### config.mk
export PLATFORM = sky130hd
export DESIGN_NAME = keypad_scanner
export DESIGN_NICKNAME = d
export VERILOG_FILES = /design/src/rtl/keypad_scanner.sv
export SDC_FILE = /design/constraint.sdc
export NUM_CORES = 1
export LEC_CHECK = 0
export ABC_AREA = 1
export BUFFER_PORTS_ARGS = -buffer_cell sky130_fd_sc_hd__buf_2
export CAP_MARGIN = 20
export CORE_ASPECT_RATIO = 1.4
export CORE_UTILIZATION = 53
export CTS_CLUSTER_DIAMETER = 200
export DETAILED_ROUTE_END_ITERATION = 8
export PLACE_DENSITY = 0.71
export REMOVE_ABC_BUFFERS = 1
export SYNTH_ARGS = -nofsm -noshare
export SYNTH_HDL_FRONTEND = slang
export SYNTH_SLANG_ARGS = --single-unit
### constraint.sdc
create_clock -name clk_raw -period 2 [get_ports clk_raw]
set_input_delay 0.2 -clock clk_raw [delete_from_list [all_inputs] [get_ports clk_raw]]
set_output_delay 0.2 -clock clk_raw [all_outputs]
set_load 0.005 [all_outputs]
### src/rtl/keypad_scanner.sv
// 3x4 active-low key matrix scanner: prescaled row scan, frame-level debounce, one-cycle change strobe.
// Optional ghost-frame rejection is built when KEYPAD_GHOST_REJECT_EN is defined.
module keypad_scanner #(
  parameter int SCAN_DIV   = 50000,
  parameter int DB_SAMPLES = 4
) (
  input  logic        clk_raw,
  input  logic        rst,
  input  logic [3:0]  col_n,
  output logic [2:0]  row_n,
  output logic [11:0] keystroke,
  output logic        key_valid,
  output logic        any_key
);

  localparam int PW = (SCAN_DIV > 2) ? $clog2(SCAN_DIV) : 1;
  localparam int CW = (DB_SAMPLES > 2) ? $clog2(DB_SAMPLES) : 1;
  localparam logic [PW-1:0] PRE_MAX = PW'(SCAN_DIV - 1);
  localparam logic [CW-1:0] CNT_MAX = CW'(DB_SAMPLES - 1);

  typedef enum logic [1:0] {ROW0, ROW1, ROW2} row_e;

  row_e          state_q, state_d;
  logic [PW-1:0] presc_q, presc_d;
  logic [3:0]    col_s1_q, col_s2_q;
  logic [11:0]   frame_q, frame_d;
  logic [11:0]   last_q, last_d;
  logic [CW-1:0] cnt_q, cnt_d, cnt_inc;
  logic [11:0]   ks_q, ks_d;
  logic          kv_q, kv_d;
  logic          any_q, any_d;
  logic          tick, frame_done, ghost;
  logic [11:0]   frame_full;

  assign tick       = (presc_q == PRE_MAX);
  assign presc_d    = tick ? '0 : presc_q + PW'(1);
  assign frame_done = tick && (state_q == ROW2);
  // Row 2's nibble is merged here so the finished frame is usable on the same tick.
  assign frame_full = {~col_s2_q, frame_q[7:0]};

`ifdef KEYPAD_GHOST_REJECT_EN
  function automatic logic multi(input logic [3:0] x);
    return (x & (x - 4'd1)) != 4'd0;
  endfunction
  assign ghost = multi(frame_full[3:0] & frame_full[7:4])  |
                 multi(frame_full[3:0] & frame_full[11:8]) |
                 multi(frame_full[7:4] & frame_full[11:8]);
`else
  assign ghost = 1'b0;
`endif

  always_comb begin
    state_d = state_q;
    row_n   = 3'b110;
    frame_d = frame_q;
    case (state_q)
      ROW0: begin
        row_n = 3'b110;
        if (tick) begin
          state_d       = ROW1;
          frame_d[3:0]  = ~col_s2_q;
        end
      end
      ROW1: begin
        row_n = 3'b101;
        if (tick) begin
          state_d       = ROW2;
          frame_d[7:4]  = ~col_s2_q;
        end
      end
      ROW2: begin
        row_n = 3'b011;
        if (tick) begin
          state_d       = ROW0;
          frame_d[11:8] = ~col_s2_q;
        end
      end
      default: state_d = ROW0;
    endcase
  end

  assign cnt_inc = (cnt_q == CNT_MAX) ? cnt_q : cnt_q + CW'(1);

  always_comb begin
    last_d = last_q;
    cnt_d  = cnt_q;
    ks_d   = ks_q;
    kv_d   = 1'b0;
    if (frame_done && !ghost) begin
      if (frame_full == last_q) begin
        cnt_d = cnt_inc;
        if (cnt_inc == CNT_MAX && last_q != ks_q) begin
          ks_d = last_q;
          kv_d = 1'b1;
        end
      end else begin
        last_d = frame_full;
        cnt_d  = '0;
      end
    end
    any_d = |ks_d;
  end

  always_ff @(posedge clk_raw or posedge rst) begin
    if (rst) begin
      state_q  <= ROW0;
      presc_q  <= '0;
      col_s1_q <= 4'b1111;
      col_s2_q <= 4'b1111;
      frame_q  <= '0;
      last_q   <= '0;
      cnt_q    <= '0;
      ks_q     <= '0;
      kv_q     <= 1'b0;
      any_q    <= 1'b0;
    end else begin
      state_q  <= state_d;
      presc_q  <= presc_d;
      col_s1_q <= col_n;
      col_s2_q <= col_s1_q;
      frame_q  <= frame_d;
      last_q   <= last_d;
      cnt_q    <= cnt_d;
      ks_q     <= ks_d;
      kv_q     <= kv_d;
      any_q    <= any_d;
    end
  end

  assign keystroke = ks_q;
  assign key_valid = kv_q;
  assign any_key   = any_q;

endmodule
==> results of run 1 <==
## kinds of logic after synthesis
logic type | count (synthesis) | share of synthesized area
adders and majority gates | 6 | 0.0235
DFF | 62 | 0.489
xor gates and xnor gates | 14 | 0.0384
AOI/OAI and AO/OA | 35 | 0.0572
buffers and inverters | 78 | 0.0983
and+or+nand+nor | 207 | 0.294
## worst paths after layout
path,start,cells after the start,endpoint
min in group asynchronous,rst,3,frame_q[5]$_DFFE_PP0P_
worst max register to register,col_s2_q[3]$_DFF_PP1_,12,any_key$_DFF_PP0_
worst max-delay path,col_s2_q[3]$_DFF_PP1_,12,any_key$_DFF_PP0_
max in group asynchronous,rst,4,col_s1_q[3]$_DFF_PP1_
worst min register to register,col_s1_q[1]$_DFF_PP1_,0,col_s2_q[1]$_DFF_PP1_
worst min-delay path,col_s1_q[1]$_DFF_PP1_,0,col_s2_q[1]$_DFF_PP1_
## metrics by stage
step / hold WS [ps] / cells / cell area [µm²] / setup slack (ps) / total power [W]
floorplan: 204 / 396 / 3150 / 252 / 0.00133
global placement: 294 / 496 / 3420 / 105 / 0.00135
detailed placement: 300 / 496 / 3420 / 22.0 / 0.00135
CTS: 356 / 520 / 3670 / 26.1 / 0.00238
global route: 365 / 534 / 3850 / -75.5 / 0.00245
finish: 356 / 534 / 3850 / 62.9 / 0.00236
## worst reg2reg max path, stage by stage, from the launching register on
cell,delay [ps]
sky130_fd_sc_hd__dfstp_2,570
sky130_fd_sc_hd__nand2_1,60
sky130_fd_sc_hd__nand2_1,70
sky130_fd_sc_hd__nand2_1,70
sky130_fd_sc_hd__nor2_2,140
sky130_fd_sc_hd__nand2_2,90
sky130_fd_sc_hd__nor2_4,220
sky130_fd_sc_hd__buf_6,160
sky130_fd_sc_hd__nand4_1,100
sky130_fd_sc_hd__nand2_1,100
sky130_fd_sc_hd__nand2_1,70
sky130_fd_sc_hd__nor2_1,120
sky130_fd_sc_hd__nand3_1,70
## cell type report
cell class / count / area [µm²] / area share
clock buffer: 15 / 176 / 0.0458
clock inverter: 1 / 5.00 / 0.00130
inverter: 72 / 270 / 0.0702
multi-input combinational: 263 / 1370 / 0.357
sequential: 62 / 1560 / 0.405
tap: 70 / 87.6 / 0.0227
timing repair buffer: 51 / 377 / 0.0978
## power groups by stage
| stage | Combinational (W) | Clock [W] | Sequential (W) |
|---|---|---|---|
| global placement | 0.0000486 | 0 | 0.00130 |
| floorplan | 0.0000302 | 0 | 0.00130 |
| finish | 0.0000625 | 0.00102 | 0.00128 |
| CTS | 0.0000595 | 0.00104 | 0.00128 |
| global route | 0.0000723 | 0.00110 | 0.00128 |
| detailed placement | 0.0000498 | 0 | 0.00130 |
## placed cells by master (no fill, tap or decap)
master and n:
sky130_fd_sc_hd__o21ai_2 1, sky130_fd_sc_hd__nand3_4 3, sky130_fd_sc_hd__buf_4 19, sky130_fd_sc_hd__nor2_2 6
sky130_fd_sc_hd__nand3_2 1, sky130_fd_sc_hd__nor2_8 1, sky130_fd_sc_hd__clkbuf_1 3, sky130_fd_sc_hd__clkbuf_8 12
sky130_fd_sc_hd__nand3_1 11, sky130_fd_sc_hd__nor2_1 28, sky130_fd_sc_hd__a31oi_1 1, sky130_fd_sc_hd__clkinv_2 1
sky130_fd_sc_hd__o21ai_0 21, sky130_fd_sc_hd__buf_6 3, sky130_fd_sc_hd__nor2_4 4, sky130_fd_sc_hd__ha_1 5
sky130_fd_sc_hd__nor4_2 1, sky130_fd_sc_hd__dfrtp_1 54, sky130_fd_sc_hd__nand2_2 2, sky130_fd_sc_hd__nand2_1 128
sky130_fd_sc_hd__nor3_1 3, sky130_fd_sc_hd__inv_2 4, sky130_fd_sc_hd__buf_2 22, sky130_fd_sc_hd__a21oi_1 10
sky130_fd_sc_hd__or2_4 1, sky130_fd_sc_hd__o21bai_1 1, sky130_fd_sc_hd__o21ai_1 1, sky130_fd_sc_hd__nand4_1 15
sky130_fd_sc_hd__xor2_1 6, sky130_fd_sc_hd__dfstp_2 8, sky130_fd_sc_hd__inv_1 68, sky130_fd_sc_hd__buf_12 2
sky130_fd_sc_hd__nor3b_1 3, sky130_fd_sc_hd__dlygate4sd3_1 5, sky130_fd_sc_hd__ha_4 1, sky130_fd_sc_hd__nor3_2 1
sky130_fd_sc_hd__xnor2_1 8
## metal layers
layer  wire (µm)  vias to the layer above  share of wire  track usage
met4         233                        0          0.033        0.129
li1            -                     1349              -            -
met2        3720                       61           0.52        0.400
met3         228                       24          0.032       0.0655
met1        2900                     1267           0.41        0.288
met5           0                        -              0            0
## sequential cells by signal, indices dropped and copies added (netlist names)
signal and cells:
presc_q 16, keystroke 12, last_q 12, frame_q 8, col_s1_q 4, col_s2_q 4
cnt_q 2, state_q 2, any_key 1, key_valid 1
## repair_timing
action	4_1_cts	5_1_grt
setup endpoints to repair	1	9
gates resized for setup	0	16
hold endpoints to repair	26	0
pin swaps	1	12
hold buffers	5	0
setup buffers	3	13
cloned	0	1
==> results.txt, run 1 <==
- Status: finished, final reports clean
- Depth of the CTS H-tree: 3
* Count of boundary I/O pins: 23
- Global-route wire length before repair: 11300 µm
- Largest net degree at the start of global routing: 37
- Minimum period implied by the final worst setup slack: 1940 ps
- Die W: 67.6 µm
* Site row count: 33
* Cell family with the largest share of critical-path delay: simple AND/OR/NAND/NOR gates
- Aggregate global routing overflow: 0
- Mean instance size in the synthesized netlist: 7.95 µm²
* Count of state elements after synthesis: 62
- Synthesized cell area: 3190 µm²
* Pre-antenna DRT Iters: 5
- The region available for standard cell placement spans 5820 µm².
- For this configuration, the core starts out at a cell density of 0.549.
- Final routed DRC violation total: 0
- Post-synth EDFFs: 0
- CTS placed an instance of sky130_fd_sc_hd__clkbuf_8 at the clock tree root.
- Among all flip-flop cells after synthesis, the most frequent one is sky130_fd_sc_hd__dfrtp_1.
- Counting both buffers and inverters, the worst setup path holds a total of 1.
- Setup violations remaining at the end of the flow were counted as 0.
- Synthesized instance count: 402
* Static Leak: 2.17 nW
- Relative area change from synthesis to final layout: 20.6%
* Clock transition at the registers of the reported paths: 70 ps
* Worst slew pin tran: 570 ps
* Distinct cell type count after synthesis: 31
- TritonCTS built the clock tree.
* Library cell appearing most often on the critical path: sky130_fd_sc_hd__nand2_1
- Yosys printed 0 warnings.
* # nets final: 471
- Final cycle utilization of the critical path: 0.969
- In this run the remaining antenna-violating nets after routing total 0.
* Internal power: 0.00185 W
- Sequential fraction of design power: 0.541
* Final-layout setup total negative slack: 0 ps
- Vias per inst: 5.06
- Sequential share of the synthesized area: 0.489
- Setup repair after global routing missed its margin: true
- Maximum buffer depth of the clock tree: 2
* Max Cap Viol: 0
- Of the total power, the share spent switching nets is 0.217.
* Count of endpoints failing hold in the final timing report: 0
* Full die area: 6350 µm²
- Total global-route track usage: 0.246
- The worst hold path belongs to the class register to register.
* Maximum ir drop on the vdd rail: 0.498 mV
- For this block, the via count after detailed routing is 2701.
* Share of cells above drive strength 1: 0.200
- Based on the critical path, the design can be clocked at up to 0.516 GHz.
* Clk pwr share: 0.432
- Final cell utilization of the core: 0.662
- Overall die height: 93.9 µm
- Fill cells in the final layout number 503.
- The largest single stage delay on the critical path is 570 ps.
- In the synthesized netlist the async set-or-reset flop fraction comes to 1.00.
* Most numerous cell in the Yosys netlist: sky130_fd_sc_hd__nand2_1
* Post-detail-place hpwl: 4900 µm
- In this run the power spent charging and discharging nets is 0.000511 W.
* Clock Sinks: 62
* Type of the worst setup path: register to register
* Antenna violations before repair: 0
- The worst setup path is launched from a register.
* Req. time, crit path: 2220 ps
- Input and output buffers added on the ports amount to 22.
- In this run, CTS created clock tree buffers numbering 9.
* CP Data Arrival Time: 2160 ps
* Dominant cell type by area after synthesis: sky130_fd_sc_hd__dfrtp_1
- For the worst-skew pair, the clock arrives at the later sink with an insertion delay of 340 ps.
* Routed wire length: 7080 µm
- The share of synthesized area in the top cell type comes to 0.423.
- The share of total power dissipated in combinational logic is 0.027.
- Weighted congestion at the end of routability-driven global placement: 0.824
- Crit-path max FO: 7
- Final Max Tran Viols: 0
- CP Capture Type: register
* Final clock skew: 8.68 ps
* Library cell contributing the largest single delay on the critical path: sky130_fd_sc_hd__dfstp_2
* First-iteration detailed-routing DRC count: 197
- Walking the worst path, the cells encountered are nand2_1 > nand2_1 > nand2_1 > nor2_2 > nand2_2 > nor2_4 > buf_6 > nand4_1 > nand2_1 > nand2_1 > nor2_1 > nand3_1.
- The setup check on the worst reg-to-reg path leaves a slack of 60 ps.
- Top area cells in the synthesized netlist: sky130_fd_sc_hd__dfrtp_1 (42%), sky130_fd_sc_hd__nand2_1 (15%), sky130_fd_sc_hd__inv_1 (8.1%), sky130_fd_sc_hd__dfstp_2 (6.6%), sky130_fd_sc_hd__nor2_1 (4.0%)
* Slew headroom: 0.619
- Routed wirelength normalized by instance count: 13.3 µm
- Leading post-synthesis cells by instance count: sky130_fd_sc_hd__nand2_1 (129), sky130_fd_sc_hd__inv_1 (69), sky130_fd_sc_hd__dfrtp_1 (54), sky130_fd_sc_hd__nor2_1 (34), sky130_fd_sc_hd__o21ai_0 (22)
- PwrDens: 612 nW/µm²
- Via count of the first global-routing pass: 2512
* Antenna diodes: 0
(Power assumes the default switching activity.)
==> run 2, diff against run 1 <==
--- a/config.mk
+++ b/config.mk
@@ -9,6 +9,7 @@
 export BUFFER_PORTS_ARGS = -buffer_cell sky130_fd_sc_hd__buf_2
 export CAP_MARGIN = 20
 export CORE_ASPECT_RATIO = 1.4
+export CORE_MARGIN = 1
 export CORE_UTILIZATION = 53
 export CTS_CLUSTER_DIAMETER = 200
 export DETAILED_ROUTE_END_ITERATION = 8
==> constraint.sdc (replaced) <==
create_clock -name clk_raw -period 1.85 [get_ports clk_raw]
set_input_delay 0.185 -clock clk_raw [delete_from_list [all_inputs] [get_ports clk_raw]]
set_output_delay 0.185 -clock clk_raw [all_outputs]
set_load 0.005 [all_outputs]
==> results.txt, run 2 (synthesized netlist as in run 1, its figures left out) <==
* Maximum ir drop on the vdd rail: 0.622 mV (+25%)
- Die W: 67.6 µm (unchanged)
* Maximum buffer depth of the clock tree: 2 (unchanged)
- The floorplan die area was 6350 µm² (unchanged).
- Delay of the slowest cell on the worst path: 420 ps (-150 ps)
* Site row count: 33 (unchanged)
* Pre-antenna DRT Iters: 4 (-1)
- The clock skew after layout is 10.9 ps (+2.23 ps).
- The overall power was 0.00264 W (+12%).
* Post-Route Hold Slack: 255 ps (-101 ps)
* Final-layout setup total negative slack: -19.0 ps (-19.0 ps)
* Relative area change from synthesis to final layout: 28.9%
- The number of antenna violations at the first check in global routing is 0 (unchanged).
* Status: finished, violations left
- First-iteration detailed-routing DRC count: 176 (-11%)
- The final hold violation count was 0 (unchanged).
- The final worst-path setup slack was -19.0 ps (-81.9 ps).
- Placeable core region: 5820 µm² (unchanged)
- TritonCTS built the clock tree.
* Number of buffers and inverters on the critical path: 2 (+1)
- Routed wire length: 7470 µm (+5.5%)
- The slew at the pin with the worst max-slew slack came to 375 ps (-195 ps).
- The via count normalized by instance count was 5.08 (+0.36%).
- The number of buffers inserted during clock tree synthesis was 9 (unchanged).
* Footprint of the multi-input gates: 1450 µm² (+5.2%)
- The count of buffers inserted at the top-level ports was 22 (unchanged).
- The largest net degree at the start of global routing is 37 (unchanged).
* CP Data Arrival Time: 2110 ps (-50 ps)
- Final cycle utilization of the critical path: 1.01 (+0.0417)
- Final routed DRC violation total: 0 (unchanged)
- Critical path, cell by cell: inv_2 > nand2_1 > nand2_2 > nand2_1 > nor2_2 > nand2_2 > nor2_4 > buf_6 > nand4_1 > nand2_2 > nand2_1 > nor2_2 > nand3_1
- Total via count after detailed routing: 2802 (+3.7%)
- Overall die height: 93.9 µm (unchanged)
- The total inserted antenna cells was 0 (unchanged).
- The number of H-tree levels came to 3 (unchanged).
- Setup repair after global routing could not meet its margin everywhere.
- Via count of the first global-routing pass: 2692 (+7.2%)
- Minimum period implied by the final worst setup slack: 1870 ps (-68.1 ps)
- The final-stage net count came to 489 (+3.8%).
* Post-layout instance area: 4120 µm² (+6.9%)
- The count of nets left with antenna violations after detail routing came to 0 (unchanged).
* Share of cells above drive strength 1: 0.288 (+0.0880)
- The count of pins over their slew limit is 0 (unchanged).
- Static Leak: 2.29 nW (+5.5%)
- Counting flops per register, the top entry is presc_q.
* Total global-route track usage: 0.255 (+0.00888)
- The library cell used most frequently in the layout, excluding fill and tap cells, is sky130_fd_sc_hd__nand2_1.
* CP Capture Type: register
* Flip-flop count of the largest register, all copies and words added: 16 (unchanged)
- Weighted congestion at the end of routability-driven global placement: 0.844 (+2.4%)
- Setup violators final: 1 (+1)
- STA classifies the critical path startpoint as a register.
- Post-detail-place hpwl: 5130 µm (+4.8%)
* Clock root cell: sky130_fd_sc_hd__clkbuf_8
- Failing checks: negative setup slack
* Clock transition at the registers of the reported paths: 70 ps (about the same)
- Count of boundary I/O pins: 23 (unchanged)
* Max Cap Viol: 0 (unchanged)
* Storage element area: 1560 µm² (about the same)
* Library cell contributing the largest single delay on the critical path: sky130_fd_sc_hd__dfrtp_1
- The top achievable clock speed came to 0.535 GHz (+3.6%).
* Filler cells: 450 (-11%)
* Final cell utilization of the core: 0.707 (+0.0458)
* Worst hold path type: input port to asynchronous set/reset pin
- The kind of cell with the highest combined delay along the critical path is simple AND/OR/NAND/NOR gates.
* Clock latency at the later pin of the worst-skew pair: 350 ps (about the same)
- Clock Sinks: 62 (unchanged)
- Crit-path max FO: 5 (-2)
- The total placed instance area is 3550 µm² (+3.7%).
- The routed wirelength normalized by instance count was 13.5 µm (+2.1%).
- Req. time, crit path: 2090 ps (-130 ps)
- The initial core utilization was 0.549 (unchanged).
- Aggregate global routing overflow: 0 (unchanged)
- The first-pass GRT wire length came to 11600 µm (+2.7%).
- The top cell types in the final layout, fill and taps aside, are sky130_fd_sc_hd__nand2_1 (115), sky130_fd_sc_hd__inv_1 (65), sky130_fd_sc_hd__dfrtp_1 (53), sky130_fd_sc_hd__buf_4 (33), sky130_fd_sc_hd__buf_2 (22).
* PwrDens: 641 nW/µm² (+4.7%)
- The setup path with the least slack is of type register to register.
- The relative slew slack was 0.749 (+0.130).
==> run 2: report_power, final <==
group | leakage, nW | switching [W] | internal (W)
clock network | 0.0964 | 0.000531 | 0.000655
logic | 1.37 | 0.0000435 | 0.0000309
registers | 0.823 | 0.00000662 | 0.00137
==> run 2: what timing repair did <==
action                                 in CTS  in global routing
gates cloned                                0                  0
pin swaps                                   3                 23
hold buffers                                5                  0
buffers inserted                            5                 13
gates resized for setup                     9                 43
endpoints found under the hold margin      60                  0
setup endpoints to repair                   2                 11
==> run 2: layer usage <==
layer / wire [µm] / global-route usage
met5: 0 / 0
met3: 232 / 0.0558
met1: 2990 / 0.275
met4: 239 / 0.156
met2: 4010 / 0.437
==> run 2: path summary, 6_finish.rpt <==
check / slack, ps / cells past startpoint / endpoint / start
worst max-delay path: -20 / 13 / any_key$_DFF_PP0_ / last_q[5]$_DFFE_PP0P_
worst min-delay path: 250 / 3 / frame_q[4]$_DFFE_PP0P_ / rst
worst max register to register: -20 / 13 / any_key$_DFF_PP0_ / last_q[5]$_DFFE_PP0P_
worst min register to register: 350 / 0 / col_s2_q[2]$_DFF_PP1_ / col_s1_q[2]$_DFF_PP1_
max in group asynchronous: 1050 / 4 / col_s2_q[1]$_DFF_PP1_ / rst
min in group clk_raw: 350 / 0 / col_s2_q[2]$_DFF_PP1_ / col_s1_q[2]$_DFF_PP1_
==> run 2: final cells by class <==
type                       instances  area share
multi-input combinational        262       0.351
tap                               70      0.0213
clock buffer                      12      0.0352
sequential                        62       0.380
inverter                          72      0.0656
timing repair buffer              70       0.136
clock inverter                     4      0.0115
==> run 2: worst reg2reg max path: stages, from the launching register on <==
cell and delay, ps:
sky130_fd_sc_hd__dfrtp_1 420, sky130_fd_sc_hd__inv_2 90, sky130_fd_sc_hd__nand2_1 70, sky130_fd_sc_hd__nand2_2 80
sky130_fd_sc_hd__nand2_1 90, sky130_fd_sc_hd__nor2_2 130, sky130_fd_sc_hd__nand2_2 70, sky130_fd_sc_hd__nor2_4 190
sky130_fd_sc_hd__buf_6 150, sky130_fd_sc_hd__nand4_1 100, sky130_fd_sc_hd__nand2_2 100, sky130_fd_sc_hd__nand2_1 80
sky130_fd_sc_hd__nor2_2 120, sky130_fd_sc_hd__nand3_1 70
==> run 2: stage by stage <==
stage,worst slack (ps),std cells
final,-19.0,552
after global routing,-154,552
after CTS,2.02,539
after detailed placement,-59.6,513
after global placement,10.2,513
after floorplan,102,396
==> run 3, diff against run 2 <==
--- a/config.mk
+++ b/config.mk
@@ -10,10 +10,9 @@
 export CAP_MARGIN = 20
 export CORE_ASPECT_RATIO = 1.4
 export CORE_MARGIN = 1
-export CORE_UTILIZATION = 53
+export CORE_UTILIZATION = 25
 export CTS_CLUSTER_DIAMETER = 200
 export DETAILED_ROUTE_END_ITERATION = 8
-export PLACE_DENSITY = 0.71
 export REMOVE_ABC_BUFFERS = 1
 export SYNTH_ARGS = -nofsm -noshare
 export SYNTH_HDL_FRONTEND = slang
==> results.txt, run 3 (synthesized netlist as in run 1, its figures left out) <==
* Largest net degree at the start of global routing: 63 (+70%)
* Aggregate global routing overflow: 0 (unchanged)
* Leading cell type in the layout, fill and taps excluded: sky130_fd_sc_hd__nand2_1
- Worst hold path type: register to register
* Count of boundary I/O pins: 23 (unchanged)
- The flip-flop and latch area came to 1560 µm² (about the same).
- Setup violators final: 3 (+2)
- Die W: 97.5 µm (+44%)
- Among all stages on the critical path, the largest delay is contributed by sky130_fd_sc_hd__dfstp_2.
* Maximum operating frequency: 0.529 GHz (-1.2%)
* Overall die height: 136 µm (+45%)
- The area growth from synthesis to layout is 34.6%.
* Starting Density: 0.258 (-0.290)
- The share of power burned in registers was 0.423 (-0.099).
- The reported max-cap violation count was 0 (unchanged).
* Maximum buffer depth of the clock tree: 2 (unchanged)
- The total placed instance area came to 3780 µm² (+6.4%).
- The via count was 2756 (-1.6%).
* Clock transition at the registers of the reported paths: 50 ps (-20 ps)
* Final clock skew: 5.43 ps (-5.49 ps)
* Final Max Tran Viols: 0 (unchanged)
- Post-layout instance area: 4300 µm² (+4.4%)
- Commonest cells after routing, fill and taps aside: sky130_fd_sc_hd__nand2_1 (122), sky130_fd_sc_hd__inv_1 (67), sky130_fd_sc_hd__dfrtp_1 (54), sky130_fd_sc_hd__buf_4 (44), sky130_fd_sc_hd__nor2_1 (30)
- The number of detailed-routing iterations run before antenna repair came to 4 (unchanged).
- Worst slew pin tran: 347 ps (-27.5 ps)
- Setup repair after global routing missed its margin: true
* # nets final: 495 (+1.2%)
- The worst setup path is captured at a register.
* Worst setup path startpoint: col_s2_q[3]$_DFF_PP1_
* Kind of launch point of the worst setup path: register
- The final hold violation count was 0 (unchanged).
- The logic gate share of total power was 0.024 (-0.004).
- The worst hold path begins at col_s1_q[2]$_DFF_PP1_.
* Filler cells: 1271 (+180%)
- CP Data Arrival Time: 2100 ps (about the same)
- The worst endpoint required time is 2060 ps (-30 ps).
- Internal power: 0.00262 W (+27%)
* Clock root cell: sky130_fd_sc_hd__clkbuf_16
- The total number of clock tree sinks is 62 (unchanged).
- The total global-route track usage is 0.123 (-0.132).
- Critical path, cell by cell: nand2_1 > nand2_1 > nand2_1 > nor2_2 > nand2_2 > nor2_4 > buf_6 > nand4_1 > nand2_1 > nand2_1 > nor2_1 > nand3_1
- Delay of the slowest cell on the worst path: 540 ps (+120 ps)
* Antenna-violating nets left: 0 (unchanged)
* Depth of the CTS H-tree: 3 (unchanged)
- The clock latency on the worst-skew pair was 330 ps (-20 ps).
- The final RePlAce weighted congestion came to 0.840 (-0.45%).
- Static Leak: 2.37 nW (+3.5%)
* Placeable core region: 12400 µm² (+110%)
- Final routed DRC violation total: 0 (unchanged)
- Number of buffers and inverters on the critical path: 1 (-1)
- Routed wirelength normalized by instance count: 11.8 µm (-13%)
- Number of buffers added on ports: 22 (unchanged)
- The share of total power consumed by net switching is 0.197 (-0.0235).
* Routed wire length: 7540 µm (+0.94%)
- Site row count: 48 (+45%)
- The final worst-path setup slack is -41.1 ps (-22.1 ps).
- In this run the critical register-to-register path is launched from col_s2_q[3]$_DFF_PP1_.
- TritonCTS built the clock tree.
- Clk pwr share: 0.553 (+0.103)
- The DRC marker count from the first detailed-route iteration is 69 (-61%).
* Type of the worst setup path: register to register
* Share of cells above drive strength 1: 0.258 (-0.0302)
* Post-detail-place hpwl: 5530 µm (+7.7%)
- The worst supply voltage drop on vdd came to 0.459 mV (-26%).
- Antenna diodes: 0 (unchanged)
- The via count normalized by instance count is 4.32 (-15%).
- Cell family with the largest share of critical-path delay: simple AND/OR/NAND/NOR gates
* Net Switching: 0.000641 W (+10%)
* Largest register by flop count: presc_q
- Global-route wire length before repair: 12700 µm (+9.4%)
- The number of buffers inserted during clock tree synthesis came to 9 (unchanged).
* Antenna violations before repair: 0 (unchanged)
- The largest fanout of any net on the critical path came to 6 (+1).
* Total power draw: 0.00326 W (+23%)
- The time the final worst path needs with I/O delays and setup came to 1890 ps (+22.1 ps).
- The relative slew slack was 0.767 (+0.0175).
* Library cell appearing most often on the critical path: sky130_fd_sc_hd__nand2_1
* PwrDens: 757 nW/µm² (+18%)
* Failing checks: negative setup slack
- The flow ran to the end, but the final reports show violations.
- The number of flip-flops in the largest register was 16 (unchanged).
- The number of global-route vias before repair was 2792 (+3.7%).
- The floorplan die area is 13200 µm² (+110%).
- Footprint of the multi-input gates: 1420 µm² (-1.6%)
- The final cycle utilization of the critical path was 1.02 (+0.0119).
run 3: cell types whose count changed in the layout (fill, tap and decap cells not counted), sizes merged:
cell      before  now
clkinvlp       1    0
nand3         14   15
bufinv         1    2
buf           65   69
nor2          39   40
run 3: worst paths after layout:
check                      slack (ps)  cells after the start                    end
hold reg to reg                   350                      0  col_s2_q[2]$_DFF_PP1_
max in group asynchronous        1070                      4  col_s1_q[3]$_DFF_PP1_
setup reg to reg                  -40                     12      any_key$_DFF_PP0_
hold / removal                    350                      0  col_s2_q[2]$_DFF_PP1_
setup / recovery                  -40                     12      any_key$_DFF_PP0_
min in group asynchronous         450                      4   presc_q[2]$_DFF_PP0_
run 3: worst register-to-register path, stage by stage (launching register included):
cell                      delay [ps]
sky130_fd_sc_hd__dfstp_2         540
sky130_fd_sc_hd__nand2_1          50
sky130_fd_sc_hd__nand2_1          70
sky130_fd_sc_hd__nand2_1          80
sky130_fd_sc_hd__nor2_2          150
sky130_fd_sc_hd__nand2_2         100
sky130_fd_sc_hd__nor2_4          230
sky130_fd_sc_hd__buf_6           160
sky130_fd_sc_hd__nand4_1          90
sky130_fd_sc_hd__nand2_1         100
sky130_fd_sc_hd__nand2_1          60
sky130_fd_sc_hd__nor2_1           90
sky130_fd_sc_hd__nand3_1          80
run 3: area by class of cell:
type,instances,area share
clock buffers,12,0.0573
flip-flops and latches,62,0.363
multi-input cells,264,0.331
well taps,150,0.0436
clock inverters,4,0.0163
inverters,72,0.0628
repair buffers,74,0.126
run 3: power by group through the flow:
stage	Sequential, W	Clock, W	Combinational (W)
after floorplan	0.00140	0	0.0000327
after global placement	0.00140	0	0.0000675
after detailed placement	0.00140	0	0.0000685
after CTS	0.00138	0.00184	0.0000793
after global routing	0.00138	0.00190	0.0000893
final	0.00138	0.00180	0.0000777
run 3: stage by stage:
step            util  hold slack, ps  setup TNS (ps)  instances  setup WS [ps]
3_5_place_dp   0.305             285            -676        610          -83.9
4_1_cts        0.339             355           -29.9        633          -15.3
3_3_place_gp   0.305             275            -335        610          -55.7
5_1_grt        0.348             362           -1420        638           -220
2_1_floorplan      -             189               0        396            102
6_report       0.348             354           -47.0        638          -41.1
run 3: layer usage:
metal | track usage | up-vias | wire, µm
li1 | - | 1404 | -
met1 | 0.126 | 1288 | 2960
met2 | 0.225 | 44 | 4070
met3 | 0.0268 | 20 | 213
met4 | 0.0825 | 0 | 302
met5 | 0 | - | 0
run 3: timing repair:
| action | CTS | global route |
|---|---|---|
| hold buffers | 5 | 0 |
| resized for setup | 9 | 17 |
| pin swaps | 2 | 11 |
| cloned | 1 | 1 |
| setup endpoints to repair | 15 | 27 |
| buffers inserted | 1 | 4 |
| endpoints found under the hold margin | 58 | 0 |
